### src/rtl/tick_scheduler.sv
// tick_scheduler
//   Multi-channel periodic enable generator. A free-running cycle counter runs
//   alongside NCH independent channel counters; each enabled channel emits a
//   one-cycle registered tick every period[i] clock cycles. Sticky pending and
//   overrun flags let a consumer acknowledge ticks and detect missed ones.
//
// Ports
//   clk         system clock, all logic on posedge
//   rst_n       asynchronous active-low reset
//   cfg_we      configuration write strobe
//   cfg_addr    channel index of the write; indices >= NCH are ignored
//   cfg_period  tick period in clk cycles (0 = channel stopped)
//   cfg_en      channel enable written together with the period
//   pause       global freeze of all channel counters (free_cnt keeps running)
//   ack         per-channel acknowledge, clears pending
//   tick        one-cycle registered strobe per channel
//   pending     sticky: a tick occurred and has not been acknowledged
//   overrun     sticky: a tick occurred while pending was still set
//   free_cnt    free-running cycle counter, wraps at 2^CW
module tick_scheduler #(
   parameter int NCH = 4,
   parameter int AW  = 2,
   parameter int CW  = 32
) (
   input  logic            clk,
   input  logic            rst_n,
   input  logic            cfg_we,
   input  logic [AW-1:0]   cfg_addr,
   input  logic [CW-1:0]   cfg_period,
   input  logic            cfg_en,
   input  logic            pause,
   input  logic [NCH-1:0]  ack,
   output logic [NCH-1:0]  tick,
   output logic [NCH-1:0]  pending,
   output logic [NCH-1:0]  overrun,
   output logic [CW-1:0]   free_cnt
);

   logic [CW-1:0]  period [NCH];
   logic [CW-1:0]  cnt    [NCH];
   logic [NCH-1:0] en;

   logic [NCH-1:0] sel;
   logic [NCH-1:0] active;
   logic [NCH-1:0] wrap;

   // Addresses >= NCH have no matching channel, so such writes fall away.
   // wrap is only evaluated with period != 0, so period-1 never underflows.
   always_comb begin
      sel    = '0;
      active = '0;
      wrap   = '0;
      for (int i = 0; i < NCH; i++) begin
         sel[i]    = cfg_we && (cfg_addr == AW'(i));
         active[i] = en[i] && (period[i] != '0) && !pause;
         wrap[i]   = active[i] && (cnt[i] == period[i] - CW'(1));
      end
   end

   always_ff @(posedge clk or negedge rst_n) begin
      if (!rst_n) begin
         free_cnt <= '0;
         en       <= '0;
         tick     <= '0;
         pending  <= '0;
         overrun  <= '0;
         for (int i = 0; i < NCH; i++) begin
            period[i] <= '0;
            cnt[i]    <= '0;
         end
      end else begin
         free_cnt <= free_cnt + CW'(1);
         for (int i = 0; i < NCH; i++) begin
            if (sel[i]) begin
               // A config write restarts the channel phase and clears its flags,
               // overriding any wrap or ack on the same edge.
               period[i]  <= cfg_period;
               en[i]      <= cfg_en;
               cnt[i]     <= '0;
               tick[i]    <= 1'b0;
               pending[i] <= 1'b0;
               overrun[i] <= 1'b0;
            end else begin
               if (active[i])
                  cnt[i] <= wrap[i] ? '0 : cnt[i] + CW'(1);
               tick[i] <= wrap[i];
               // A tick on the same edge as an ack keeps pending set and is
               // not an overrun: the ack covered the previous tick.
               if (wrap[i]) begin
                  pending[i] <= 1'b1;
                  if (pending[i] && !ack[i])
                     overrun[i] <= 1'b1;
               end else if (ack[i]) begin
                  pending[i] <= 1'b0;
               end
            end
         end
      end
   end

endmodule

### config.mk
export PLATFORM = sky130hd
export DESIGN_NAME = tick_scheduler
export DESIGN_NICKNAME = d
export VERILOG_FILES = /design/src/rtl/tick_scheduler.sv
export SDC_FILE = /design/constraint.sdc
export NUM_CORES = 1
export LEC_CHECK = 0
export BUFFER_PORTS_ARGS = -buffer_cell sky130_fd_sc_hd__buf_2
export CORE_UTILIZATION = 56
export CTS_CLUSTER_SIZE = 24
export DETAILED_ROUTE_END_ITERATION = 16
export PLACE_DENSITY = 0.82
export SYNTH_ARGS = -nofsm -noshare
export SYNTH_HDL_FRONTEND = slang
export SYNTH_SLANG_ARGS = --single-unit
### constraint.sdc
create_clock -name clk -period 3.7 [get_ports clk]
set_clock_uncertainty 0.2 [all_clocks]
set_input_delay 0.37 -clock clk [delete_from_list [all_inputs] [get_ports clk]]
set_output_delay 0.37 -clock clk [all_outputs]
set_load 0.005 [all_outputs]
==> reports/qor.txt <==
RSZ-0062 raised after global routing = true
number of filler cells placed in the layout = 2433
FF-to-FF setup slack = -0.13 ns
fmax = 261 MHz
largest delay contributor family on the critical path = simple AND/OR/NAND/NOR gates
Async S/R FF share, synth = 1.00
Top cell by count, worst path = sky130_fd_sc_hd__or4_4
setup slack after layout = -0.127 ns
count of distinct cell types in the synthesized netlist = 73
H-tree levels = 2
maximum cell stage delay along the critical path = 0.60 ns
maximum fanout encountered on the critical timing path = 5
combined area of all synthesized cells = 17800 sq um
WL per Instance = 19.1 um
pre-CTS WS = -0.250 ns
failing checks = negative setup slack
most common cell after layout, fill and taps aside = sky130_fd_sc_hd__nand2_1
arrival time at the worst endpoint = 4.02 ns
Slew headroom = 0.429
Cell Pwr Density = 447 nW/um^2
worst min-delay path class = in2reg
number of cells in the finished layout apart from fillers = 2687
detailed-placement wirelength estimate = 36.6 mm
core region area = 30900 sq um
final cycle utilization of the critical path = 1.03
initial standard-cell utilization of the core = 0.576
via count of the first global-routing pass = 15800
DP Cell Count = 2590
Critical Path Slowest Stage Cell = sky130_fd_sc_hd__or4b_4
detailed-route DRC error count = 0
Via Count = 16100
warnings from Yosys = 0
clock tree from TritonCTS = yes
width of the chip = 180 um
Startpoint Class = flop
XOR/XNOR share of the synthesized area = 0.150
P&R area growth vs syn = 18.5%
first-pass GRT wire length = 83.0 mm
post-synthesis area per instance = 8.59 sq um
overall die height = 180 um
number of vias per cell after detailed routing = 5.99
ANT nets after route = 0
drt pass-1 iters = 5
largest net degree at the start of global routing = 89
clock slew seen by the registers of the worst setup and hold paths = 0.06 ns
Post-Synthesis Net Count = 2129
final weighted congestion in routability-driven placement = 0.977
buffers and inverters on the worst path = 1
final setup violation count = 34
CP Cell Sequence = or4_4, or4_4, or3_1, a211oi_2, nand4_1, or4_4, or4b_4, nand2_8, clkbuf_16, nor2_4
mux contribution to synthesized area = 0.00879
total count of max-transition violations in the final report = 0
wirelength, routed = 51.2 mm
total clock sinks = 304
number of antenna violations at the first check in global routing = 2
fraction of the mapped netlist area in compound gates = 0.0641
number of max-cap violations = 0
all-layer global routing usage = 0.320
root buf cell = sky130_fd_sc_hd__clkbuf_16
violation count after the first detailed-routing iteration = 1494
number of CTS-inserted buffers = 34
Critical Path Sink Type = flop
number of synthesized register bits = 304
share of layout cells above drive strength 1 = 0.153
LEAKAGE = 9.63 nW
clock tree buffer depth = 3
number of enable flip-flop cells after synthesis = 0
dominant synthesized flop cell = sky130_fd_sc_hd__dfrtp_1
Die Footprint = 32500 sq um
worst hold-check slack = 0.0213 ns
largest voltage drop on the vdd net = 0.000377 V
Ports = 87
commonest non-fill, non-tap cells in the layout = sky130_fd_sc_hd__nand2_1 (484), sky130_fd_sc_hd__dfrtp_1 (304), sky130_fd_sc_hd__xnor2_1 (170), sky130_fd_sc_hd__nor2_1 (166), sky130_fd_sc_hd__xor2_1 (135)
status = finished, violations left
count of nets after finishing = 2322
endpoint required time on the critical path = 3.89 ns
share of synthesized cell area in full adder, half adder and majority cells = 0.00914
Worst-Margin Slew = 0.853 ns
final hold violation count = 0
final total power = 9.43 mW
leftover overflow at the end of global routing = 0
num rows = 64
share of the yosys chip area belonging to registers = 0.427
clock network latency to the later pin of the worst-skew pair = 0.52 ns
largest family of logic cells by synthesized area = simple AND/OR/NAND/NOR gates
final critical delay including setup and external delays = 3.83 ns
worst setup path class = reg2reg
number of instances in the synthesized netlist = 2073
simple-gate portion of the synthesized area = 0.314
count of port buffers added during placement = 86
-- timing repair --
item,in CTS,in global routing
setup endpoints to repair,35,102
buffers inserted,0,1
hold buffers,32,0
cloned,0,3
pin swaps,4,10
resized for setup,9,36
hold endpoints to repair,172,0
-- worst reg2reg max path, cell delays in order, from the launching register on --
cell                        delay, ns
sky130_fd_sc_hd__dfrtp_1         0.39
sky130_fd_sc_hd__or4_4           0.56
sky130_fd_sc_hd__or4_4           0.44
sky130_fd_sc_hd__or3_1           0.34
sky130_fd_sc_hd__a211oi_2        0.18
sky130_fd_sc_hd__nand4_1         0.11
sky130_fd_sc_hd__or4_4           0.54
sky130_fd_sc_hd__or4b_4          0.60
sky130_fd_sc_hd__nand2_8         0.15
sky130_fd_sc_hd__clkbuf_16       0.17
sky130_fd_sc_hd__nor2_4          0.03
-- layer usage --
layer | vias up | global-route usage | wire length [um]
met4 | 0 | 0.163 | 2740
met1 | 7827 | 0.439 | 21600
met3 | 156 | 0.0374 | 3550
met2 | 629 | 0.501 | 23300
li1 | 7486 | - | -
met5 | - | 0 | 0
-- final timing paths --
| kind | from | endpoint | cells past startpoint |
|---|---|---|---|
| worst max-delay path | period[11] | cnt[20] | 10 |
| min in group asynchronous | rst_n | period[72] | 2 |
| worst max register to register | period[11] | cnt[20] | 10 |
| worst min-delay path | cfg_period[24] | period[120] | 3 |
| worst min register to register | free_cnt[31] | free_cnt[31] | 1 |
| max in group asynchronous | rst_n | cnt[60] | 3 |
-- where the power goes --
| part | switching [mW] | leakage, nW | internal [mW] |
|---|---|---|---|
| logic | 1.13 | 5.06 | 0.896 |
| clock network | 1.37 | 0.552 | 2.03 |
| registers | 0.396 | 4.02 | 3.60 |
-- through the flow --
step           TNS [ns]  cell area [sq um]   util
2_1_floorplan     -5.52              17800      -
3_3_place_gp      -6.95              19400  0.627
3_5_place_dp      -7.21              19400  0.627
4_1_cts           -4.67              20900  0.675
5_1_grt           -5.36              21100  0.682
6_report          -3.38              21100  0.682
-- state kept, by name (all words and copies together), names as in the netlist --
| register | cells |
|---|---|
| overrun | 4 |
| tick | 4 |
| pending | 4 |
| en | 4 |
| cnt | 128 |
| free_cnt | 32 |
| period | 128 |
-- Yosys cell counts, drive strengths merged, types with 4 or more instances --
cell,instances,share of area
nand2,485,0.10
dfrtp,304,0.43
nor2,193,0.042
xnor2,170,0.084
xor2,135,0.066
nand3,82,0.023
clkbuf,73,0.015
nand4,54,0.019
nor4,53,0.019
and3,49,0.017
nor3,47,0.013
o21ai,36,0.010
and2,34,0.012
a21oi,33,0.0093
or4,32,0.014
inv,29,0.0061
or3,21,0.0074
or2,17,0.0060
nand2b,14,0.0049
a31oi,13,0.0046
ha,13,0.0091
nor2b,13,0.0046
buf,12,0.0048
nor4b,11,0.0054
and4,10,0.0049
mux2i,10,0.0056
o21a,10,0.0042
nor3b,9,0.0038
o211ai,9,0.0038
o31ai,9,0.0038
nand3b,8,0.0034
nand4b,8,0.0039
a211oi,6,0.0025
or4b,6,0.0034
mux2,5,0.0032
o41ai,4,0.0020
or3b,4,0.0020
-- cells by family (layout without fill, tap and decap cells) --
| logic type | after synthesis | in the layout |
|---|---|---|
| other | 0 | 2 |
| AOI/OAI and AO/OA | 168 | 168 |
| xor gates and xnor gates | 305 | 305 |
| adders and majority gates | 13 | 13 |
| muxes | 15 | 15 |
| DFF | 304 | 304 |
| and+or+nand+nor | 1154 | 1154 |
| buffers and inverters | 114 | 330 |
-- area by class of cell --
type	count	area, sq um	area share
Clock buffer	45	953	0.0452
Sequential cell	304	7610	0.361
Multi-Input combinational cell	1655	9930	0.471
Timing Repair Buffer	242	1820	0.0864
Inverter	29	109	0.00516
Antenna cell	2	5.00	0.000237
Clock inverter	14	161	0.00766
Tap cell	396	495	0.0235
Power figures use the tool's default switching activity.
